`src/rtl/sev_seg_capture_pkg.sv`:
```
// Shared constants for the seven-segment capture block: hex segment table,
// bus bit positions, digit-select codes and the capture FSM state encoding.
package sev_seg_pkg;

  // Segment patterns {g,f,e,d,c,b,a}, active-high (bus is active-low)
  localparam logic [6:0] SEG_HEX_0 = 7'h3F;
  localparam logic [6:0] SEG_HEX_1 = 7'h06;
  localparam logic [6:0] SEG_HEX_2 = 7'h5B;
  localparam logic [6:0] SEG_HEX_3 = 7'h4F;
  localparam logic [6:0] SEG_HEX_4 = 7'h66;
  localparam logic [6:0] SEG_HEX_5 = 7'h6D;
  localparam logic [6:0] SEG_HEX_6 = 7'h7D;
  localparam logic [6:0] SEG_HEX_7 = 7'h07;
  localparam logic [6:0] SEG_HEX_8 = 7'h7F;
  localparam logic [6:0] SEG_HEX_9 = 7'h6F;
  localparam logic [6:0] SEG_HEX_A = 7'h77;
  localparam logic [6:0] SEG_HEX_B = 7'h7C;
  localparam logic [6:0] SEG_HEX_C = 7'h39;
  localparam logic [6:0] SEG_HEX_D = 7'h5E;
  localparam logic [6:0] SEG_HEX_E = 7'h79;
  localparam logic [6:0] SEG_HEX_F = 7'h71;

  localparam int BIT_DP = 7;

  localparam logic [1:0] EN_DIGIT0 = 2'b01;
  localparam logic [1:0] EN_DIGIT1 = 2'b10;

  typedef enum logic [1:0] {
    ST_IDLE   = 2'd0,
    ST_SETTLE = 2'd1,
    ST_HOLD   = 2'd2
  } state_t;

  function automatic logic en_is_valid(input logic [1:0] en);
    return (en == EN_DIGIT0) || (en == EN_DIGIT1);
  endfunction

endpackage

```
`src/rtl/sev_seg_capture_if.sv`:
```
// Frame output channel of the seven-segment capture block.
// Handshake: the source raises frame_valid with frame_data/frame_dp/decode_err
// stable and holds them until a rising clock edge where frame_valid & frame_ready;
// the sink may drive frame_ready at any time, independently of frame_valid.
interface sev_seg_capture_if;
  logic       frame_valid;
  logic       frame_ready;
  logic [7:0] frame_data;
  logic [1:0] frame_dp;
  logic [1:0] decode_err;

  modport master (
    output frame_valid,
    output frame_data,
    output frame_dp,
    output decode_err,
    input  frame_ready
  );

  modport slave (
    input  frame_valid,
    input  frame_data,
    input  frame_dp,
    input  decode_err,
    output frame_ready
  );
endinterface

```
`src/rtl/sev_seg_capture_decode.sv`:
```
// Combinational segment-pattern decoder: 7-bit active-high {g..a} pattern to
// hex nibble; patterns outside the hex table flag an error and yield nibble 0.
module sev_seg_decode
  import sev_seg_pkg::*;
(
  input  logic [6:0] i_pattern,
  output logic       o_err,
  output logic [3:0] o_nibble
);

  always_comb begin
    o_err    = 1'b0;
    o_nibble = 4'h0;
    case (i_pattern)
      SEG_HEX_0: o_nibble = 4'h0;
      SEG_HEX_1: o_nibble = 4'h1;
      SEG_HEX_2: o_nibble = 4'h2;
      SEG_HEX_3: o_nibble = 4'h3;
      SEG_HEX_4: o_nibble = 4'h4;
      SEG_HEX_5: o_nibble = 4'h5;
      SEG_HEX_6: o_nibble = 4'h6;
      SEG_HEX_7: o_nibble = 4'h7;
      SEG_HEX_8: o_nibble = 4'h8;
      SEG_HEX_9: o_nibble = 4'h9;
      SEG_HEX_A: o_nibble = 4'hA;
      SEG_HEX_B: o_nibble = 4'hB;
      SEG_HEX_C: o_nibble = 4'hC;
      SEG_HEX_D: o_nibble = 4'hD;
      SEG_HEX_E: o_nibble = 4'hE;
      SEG_HEX_F: o_nibble = 4'hF;
      default:   o_err    = 1'b1;
    endcase
  end

endmodule

```
`src/rtl/sev_seg_capture.sv`:
```
// Receive side of a multiplexed 2-digit seven-segment bus: waits for each digit
// to settle, decodes it and emits {digit_1,digit_0} frames over valid/ready.
// Optional macro SEV_SEG_CAP_ERRCNT_EN adds err_count (saturating decode-error count).
module sev_seg_capture
  import sev_seg_pkg::*;
#(
  parameter int SETTLE_CYCLES  = 4,
  parameter int TIMEOUT_CYCLES = 1024
)
(
  input  logic              clk_main,
  input  logic              reset_n,
  input  logic [7:0]        sev_seg_leds,
  input  logic [1:0]        led_enable,
  sev_seg_capture_if.master frame,
  output logic              overflow,
  output logic              link_lost,
`ifdef SEV_SEG_CAP_ERRCNT_EN
  output logic [7:0]        err_count,
`endif
  output state_t            dbg_state
);

  localparam logic [8:0]  SETTLE_N  = 9'(SETTLE_CYCLES);
  localparam logic [15:0] TIMEOUT_N = 16'(TIMEOUT_CYCLES);

  logic [7:0]  r_leds;
  logic [1:0]  r_en;
  state_t      r_state;
  state_t      w_state_nxt;
  logic [7:0]  r_settle_cnt;
  logic [1:0]  r_ref_en;
  logic [7:0]  r_ref_leds;
  logic [1:0]  r_got;
  logic [3:0]  r_nib0;
  logic [3:0]  r_nib1;
  logic [1:0]  r_derr;
  logic [1:0]  r_ddp;
  logic        r_valid;
  logic [7:0]  r_data;
  logic [1:0]  r_fdp;
  logic [1:0]  r_ferr;
  logic        r_overflow;
  logic [15:0] r_to_cnt;
  logic        r_link_lost;

  logic        w_en_valid;
  logic        w_changed;
  logic        w_capture;
  logic        w_restart;
  logic        w_cnt_inc;
  logic [6:0]  w_seg_pat;
  logic        w_dp_lit;
  logic        w_dec_err;
  logic [3:0]  w_dec_nib;
  logic        w_cap_d0;
  logic        w_cap_d1;
  logic [1:0]  w_got_nxt;
  logic        w_frame_done;
  logic        w_relink;
  logic [3:0]  w_nib0_new;
  logic [3:0]  w_nib1_new;

  // All decisions are made on this registered copy of the bus
  always_ff @(posedge clk_main or negedge reset_n) begin
    if (!reset_n) begin
      r_leds <= 8'h00;
      r_en   <= 2'b00;
    end else begin
      r_leds <= sev_seg_leds;
      r_en   <= led_enable;
    end
  end

  assign w_en_valid = en_is_valid(r_en);
  assign w_changed  = (r_en != r_ref_en) || (r_leds != r_ref_leds);
  assign w_seg_pat  = ~r_leds[6:0];
  assign w_dp_lit   = ~r_leds[BIT_DP];

  sev_seg_decode u_decode (
    .i_pattern (w_seg_pat),
    .o_err     (w_dec_err),
    .o_nibble  (w_dec_nib)
  );

  // r_settle_cnt holds how many consecutive cycles the current pattern has been seen
  always_comb begin
    w_state_nxt = r_state;
    w_capture   = 1'b0;
    w_restart   = 1'b0;
    w_cnt_inc   = 1'b0;
    case (r_state)
      ST_IDLE: begin
        if (w_en_valid) begin
          w_state_nxt = ST_SETTLE;
          w_restart   = 1'b1;
        end
      end
      ST_SETTLE: begin
        if (!w_en_valid) begin
          w_state_nxt = ST_IDLE;
        end else if (w_changed) begin
          w_restart = 1'b1;
        end else if ({1'b0, r_settle_cnt} + 9'd1 >= SETTLE_N) begin
          w_state_nxt = ST_HOLD;
          w_capture   = 1'b1;
        end else begin
          w_cnt_inc = 1'b1;
        end
      end
      ST_HOLD: begin
        if (r_en != r_ref_en) begin
          if (w_en_valid) begin
            w_state_nxt = ST_SETTLE;
            w_restart   = 1'b1;
          end else begin
            w_state_nxt = ST_IDLE;
          end
        end
      end
      default: w_state_nxt = ST_IDLE;
    endcase
  end

  always_ff @(posedge clk_main or negedge reset_n) begin
    if (!reset_n) begin
      r_state      <= ST_IDLE;
      r_settle_cnt <= 8'd0;
      r_ref_en     <= 2'b00;
      r_ref_leds   <= 8'h00;
    end else begin
      r_state <= w_state_nxt;
      if (w_restart) begin
        r_settle_cnt <= 8'd1;
        r_ref_en     <= r_en;
        r_ref_leds   <= r_leds;
      end else if (w_cnt_inc) begin
        r_settle_cnt <= r_settle_cnt + 8'd1;
      end
    end
  end

  assign w_cap_d0     = w_capture && (r_en == EN_DIGIT0);
  assign w_cap_d1     = w_capture && (r_en == EN_DIGIT1);
  assign w_got_nxt    = r_got | {w_cap_d1, w_cap_d0};
  assign w_frame_done = w_capture && (&w_got_nxt);
  assign w_relink     = w_en_valid && r_link_lost;
  assign w_nib0_new   = w_cap_d0 ? w_dec_nib : r_nib0;
  assign w_nib1_new   = w_cap_d1 ? w_dec_nib : r_nib1;

  always_ff @(posedge clk_main or negedge reset_n) begin
    if (!reset_n) begin
      r_got  <= 2'b00;
      r_nib0 <= 4'h0;
      r_nib1 <= 4'h0;
      r_derr <= 2'b00;
      r_ddp  <= 2'b00;
    end else begin
      if (w_cap_d0) begin
        r_nib0    <= w_dec_nib;
        r_derr[0] <= w_dec_err;
        r_ddp[0]  <= w_dp_lit;
      end
      if (w_cap_d1) begin
        r_nib1    <= w_dec_nib;
        r_derr[1] <= w_dec_err;
        r_ddp[1]  <= w_dp_lit;
      end
      if (w_relink || w_frame_done) r_got <= 2'b00;
      else                          r_got <= w_got_nxt;
    end
  end

  // A completed frame is loaded straight from this cycle's capture; if the
  // previous frame is still unaccepted the new one is dropped.
  always_ff @(posedge clk_main or negedge reset_n) begin
    if (!reset_n) begin
      r_valid    <= 1'b0;
      r_data     <= 8'h00;
      r_fdp      <= 2'b00;
      r_ferr     <= 2'b00;
      r_overflow <= 1'b0;
    end else if (w_frame_done) begin
      if (!r_valid || frame.frame_ready) begin
        r_valid <= 1'b1;
        r_data  <= {w_nib1_new, w_nib0_new};
        r_fdp   <= {w_cap_d1 ? w_dp_lit : r_ddp[1], w_cap_d0 ? w_dp_lit : r_ddp[0]};
        r_ferr  <= {w_cap_d1 ? w_dec_err : r_derr[1], w_cap_d0 ? w_dec_err : r_derr[0]};
      end else begin
        r_overflow <= 1'b1;
      end
    end else if (r_valid && frame.frame_ready) begin
      r_valid <= 1'b0;
    end
  end

  always_ff @(posedge clk_main or negedge reset_n) begin
    if (!reset_n) begin
      r_to_cnt    <= 16'd0;
      r_link_lost <= 1'b0;
    end else if (w_en_valid) begin
      r_to_cnt    <= 16'd0;
      r_link_lost <= 1'b0;
    end else if (r_to_cnt != TIMEOUT_N) begin
      r_to_cnt    <= r_to_cnt + 16'd1;
      r_link_lost <= (r_to_cnt + 16'd1 == TIMEOUT_N);
    end
  end

`ifdef SEV_SEG_CAP_ERRCNT_EN
  logic [7:0] r_err_cnt;

  always_ff @(posedge clk_main or negedge reset_n) begin
    if (!reset_n) begin
      r_err_cnt <= 8'd0;
    end else if (w_capture && w_dec_err && (r_err_cnt != 8'hFF)) begin
      r_err_cnt <= r_err_cnt + 8'd1;
    end
  end

  assign err_count = r_err_cnt;
`endif

  assign frame.frame_valid = r_valid;
  assign frame.frame_data  = r_data;
  assign frame.frame_dp    = r_fdp;
  assign frame.decode_err  = r_ferr;
  assign overflow          = r_overflow;
  assign link_lost         = r_link_lost;
  assign dbg_state         = r_state;

endmodule

```
`src/flat_wrapper.sv`:
```
// flat-port wrapper written by rule: the top's interface ports become plain ports
module sev_seg_capture_flat import sev_seg_pkg::*;
#(
  parameter int SETTLE_CYCLES  = 4,
  parameter int TIMEOUT_CYCLES = 1024
)
  (clk_main, reset_n, sev_seg_leds, led_enable, overflow, link_lost, dbg_state, frame_frame_valid, frame_frame_data, frame_frame_dp, frame_decode_err, frame_frame_ready);
  sev_seg_capture_if frame_i ();
  input  logic clk_main;
  input  logic reset_n;
  input  logic [7:0] sev_seg_leds;
  input  logic [1:0] led_enable;
  output logic overflow;
  output logic link_lost;
  output state_t dbg_state;
  output wire logic [$bits(frame_i.frame_valid)-1:0] frame_frame_valid;
  output wire logic [$bits(frame_i.frame_data)-1:0] frame_frame_data;
  output wire logic [$bits(frame_i.frame_dp)-1:0] frame_frame_dp;
  output wire logic [$bits(frame_i.decode_err)-1:0] frame_decode_err;
  input wire logic [$bits(frame_i.frame_ready)-1:0] frame_frame_ready;
  assign frame_frame_valid = frame_i.frame_valid;
  assign frame_frame_data = frame_i.frame_data;
  assign frame_frame_dp = frame_i.frame_dp;
  assign frame_decode_err = frame_i.decode_err;
  assign frame_i.frame_ready = frame_frame_ready;
  sev_seg_capture #(.SETTLE_CYCLES(SETTLE_CYCLES), .TIMEOUT_CYCLES(TIMEOUT_CYCLES)) u_core (.clk_main(clk_main), .reset_n(reset_n), .sev_seg_leds(sev_seg_leds), .led_enable(led_enable), .frame(frame_i), .overflow(overflow), .link_lost(link_lost), .dbg_state(dbg_state));
endmodule
```
`config.mk`:
```
export PLATFORM = sky130hd
export DESIGN_NAME = sev_seg_capture_flat
export DESIGN_NICKNAME = d
export VERILOG_FILES = /design/src/rtl/sev_seg_capture_pkg.sv /design/src/rtl/sev_seg_capture_if.sv /design/src/rtl/sev_seg_capture_decode.sv /design/src/rtl/sev_seg_capture.sv /design/src/flat_wrapper.sv
export SDC_FILE = /design/constraint.sdc
export NUM_CORES = 1
export LEC_CHECK = 0
export ABC_AREA = 1
export CORE_UTILIZATION = 60
export DETAILED_ROUTE_END_ITERATION = 6
export DONT_BUFFER_PORTS = 1
export PLACE_DENSITY_LB_ADDON = 0.08
export SETUP_SLACK_MARGIN = 0.2
export SLEW_MARGIN = 20
export SYNTH_ARGS = -nofsm -noshare
export SYNTH_HDL_FRONTEND = slang
export SYNTH_HIERARCHICAL = 1
export SYNTH_SLANG_ARGS = --single-unit
export TNS_END_PERCENT = 30
```
`constraint.sdc`:
```
create_clock -name clk_main -period 2.2 [get_ports clk_main]
set_input_delay 0.22 -clock clk_main [delete_from_list [all_inputs] [get_ports clk_main]]
set_output_delay 0.22 -clock clk_main [all_outputs]
set_load 0.05 [all_outputs]
```
==> metrics, run 1 <==
status complete, but fails checks; failing checks DRC; Worst Tran Pin Value 0.545 ns; I/O Pins 30; H-tree depth 3; Final Cycle Share 0.891; FF-to-FF End u_core/frame.frame_data[7]; CTS tree built; Post-synth ARST share 1.00; FF-to-FF path depth 13; Setup crit end u_core/frame.frame_data[7]; grt total ovfl 0; maximum vdd drop 0.705 mV; Pleak 2.51 nW; Gate Count Post-Synth between 500 and 600; most frequent cell after synthesis nand2_1; vias in the first global route about 3300; gp weighted congestion 0.900; Slew Viols, Final 0; hold_ws 0.268 ns; post-layout min period 1.96 ns; vias per std cell 5.23; Netlist Area Pre-Place 0.00404 mm^2; TNS Setup 0 ns; clk_lat worst skew 0.35 ns; clk buf depth 2; Setup-failing EPs final 0; Layout area overhead 16.8%; Initial Util 0.628; cell taking the most area after synthesis dfrtp_1; Unique masters post-synth 29; first-pass GRT wire length 14000 um; post-layout net count 599; EDFF count, synth 0; Core Area about 0.0064 mm^2; register area share after synthesis 0.465; largest net degree at the start of global routing 76; synthesized area per cell 7.45 um^2; Detail Placement HPWL 5770 um; register-to-register setup slack around 0.24 ns; per-cell routed wire length 12.8 um; MaxCap Viol Count 0; Die ar. a little over 0.007 mm^2; CP arrival 2.19 ns; commonest cells in the netlist 192 x nand2_1, 75 x dfrtp_1, 66 x inv_1, 66 x nor2_1, 33 x nand4_1; PwrDens 747 mW/mm^2; RSZ-0062 raised after global routing true; Die Y between 80 and 90 um; flops & latches, synth 75; HP Class input pin to register; final wirelength around 8400 um; Req. time, crit path 2.43 ns; share of cells above drive strength 1 0.151; Final Instance Count excl. Fillers 658; top cells by area, synth dfrtp_1 46%, nand2_1 18%, inv_1 6.1%; die width 84.0 um; Pre-antenna DRT Iters 7; Synthesized Nets 565; # placed instances 622; Root Driver clkbuf_8; share of Yosys cell area claimed by the top area cell type 0.465; Syn. warnings 6; Crit Path Max Fanout 8; ys flop type dfrtp_1; ANT cells 0; initial drt markers around 150; Residual DRC 4; Final Hold Vio Count 0; row count 29; via count around 3400; total CTS buffers 9; GRT Util Overall 0.249; clock slew at reported path FFs 0.09 ns; Worst Setup Slack, final around 0.24 ns; PortBufs 0; Placement Setup Slack 0.0372 ns; Worst Setup Start Kind register; clock sink total 75; crit path launch u_core/r_leds[7]; Critical Path Sink Type register; antenna violations before repair 0; post-route ant nets 0; Max Clock Freq 510 MHz; clk_skew roughly 0.018 ns; critical path class register to register; Reg-to-Reg Start u_core/r_leds[7]; Max-slew headroom 0.637
registers in the layout, summed over array words and instances (netlist names):
name,cells
u_core/r_nib0,4
u_core/r_ref_leds,8
u_core/r_to_cnt,16
u_core/r_ref_en,2
u_core/r_nib1,4
u_core/frame.frame_valid,1
u_core/r_ddp,2
u_core/frame.frame_data,8
u_core/dbg_state,2
u_core/overflow,1
u_core/r_derr,2
u_core/r_en,2
u_core/r_got,2
u_core/frame.decode_err,2
u_core/link_lost,1
u_core/frame.frame_dp,2
u_core/r_leds,8
u_core/r_settle_cnt,8
worst min path at each step:
stage / to / slack (ns) / from / depth (start not counted)
4_1_cts: u_core/frame.frame_valid / 0.19 / frame_frame_ready / 3
3_3_place_gp: u_core/r_settle_cnt[4] / -0.07 / reset_n / 0
5_1_grt: u_core/frame.frame_valid / 0.27 / frame_frame_ready / 3
2_1_floorplan: u_core/dbg_state[0] / -0.08 / reset_n / 0
6_report: u_core/frame.frame_valid / 0.27 / frame_frame_ready / 3
3_5_place_dp: u_core/r_settle_cnt[4] / -0.07 / reset_n / 0
cell usage in the layout, fill, tap and decap left out, types with 5 or more instances in the layout:
| master | instances |
|---|---|
| clkbuf_8 | 9 |
| dlygate4sd3_1 | 11 |
| inv_2 | 8 |
| nor2_1 | 64 |
| buf_4 | 17 |
| ha_1 | 7 |
| o21ai_0 | 18 |
| nand3_1 | 28 |
| nand2_1 | 184 |
| nand4_1 | 33 |
| nand2_2 | 10 |
| inv_1 | 62 |
| dfrtp_1 | 70 |
| dfrtp_2 | 5 |
critical path, cell delays in order (launching register included):
cell and delay [ns]:
dfrtp_1 0.39, inv_2 0.07, nand2_1 0.07, nand2_2 0.06, nor2_2 0.12, nand3_2 0.14, nor3_4 0.19, buf_6 0.17
nand2_4 0.06, a21oi_4 0.15, buf_6 0.15, nand3_4 0.11, nand2_1 0.10, nand2_1 0.06
final cells by class:
type | count | area [um^2]
tap | 77 | 96.3
multi-input combinational | 386 | 1950
inverter | 71 | 269
clock inverter | 7 | 81.3
clock buffer | 9 | 124
sequential | 75 | 1880
fill | 501 | 1710
timing repair buffer | 33 | 310
metrics by stage:
step | total power [mW] | utilization | cell area, um^2
6_report | 3.52 | 0.734 | 4720
5_1_grt | 3.75 | 0.734 | 4720
4_1_cts | 3.50 | 0.711 | 4570
3_5_place_dp | 2.36 | 0.651 | 4180
3_3_place_gp | 2.33 | 0.651 | 4180
2_1_floorplan | 2.18 | - | 4040
report_power, final:
group,internal [mW],leakage [nW],switching (mW)
Sequential,1.51,0.991,0.101
Combinational,0.293,1.42,0.539
Clock,0.539,0.101,0.540
cell families after synthesis:
kind of cell / Yosys count / synth area share
adders and majority gates: 10 / 0.0310
buffers and inverters: 82 / 0.0809
DFF: 75 / 0.465
xor gates and xnor gates: 7 / 0.0152
and+or+nand+nor: 341 / 0.371
AOI/OAI and AO/OA: 27 / 0.0372
repair_timing:
action / 4_1_cts / 5_1_grt
pin swaps: 1 / 13
buffers inserted: 3 / 4
cloned: 0 / 1
resized for setup: 3 / 36
hold endpoints to repair: 85 / 0
endpoints found under the setup margin: 17 / 36
hold buffers: 12 / 0
metal layers:
| layer | vias up | track usage | share of wire | wire length (um) |
|---|---|---|---|---|
| met5 | - | 0 | 0 | 0 |
| met4 | 0 | 0.105 | 0.017 | 144 |
| met3 | 17 | 0.0593 | 0.032 | 273 |
| met2 | 74 | 0.401 | 0.46 | 3910 |
| met1 | 1576 | 0.321 | 0.49 | 4100 |
| li1 | 1776 | - | - | - |
(Power assumes the default switching activity.)
==> run 2: changes to the inputs <==
--- a/config.mk
+++ b/config.mk
@@ -6,6 +6,7 @@
 export NUM_CORES = 1
 export LEC_CHECK = 0
 export ABC_AREA = 1
+export ABC_CLOCK_PERIOD_IN_PS = 2200
 export CORE_UTILIZATION = 60
 export DETAILED_ROUTE_END_ITERATION = 6
 export DONT_BUFFER_PORTS = 1
==> results of run 2 <==
Final layout, timing and power as in run 1 (identical DEF).
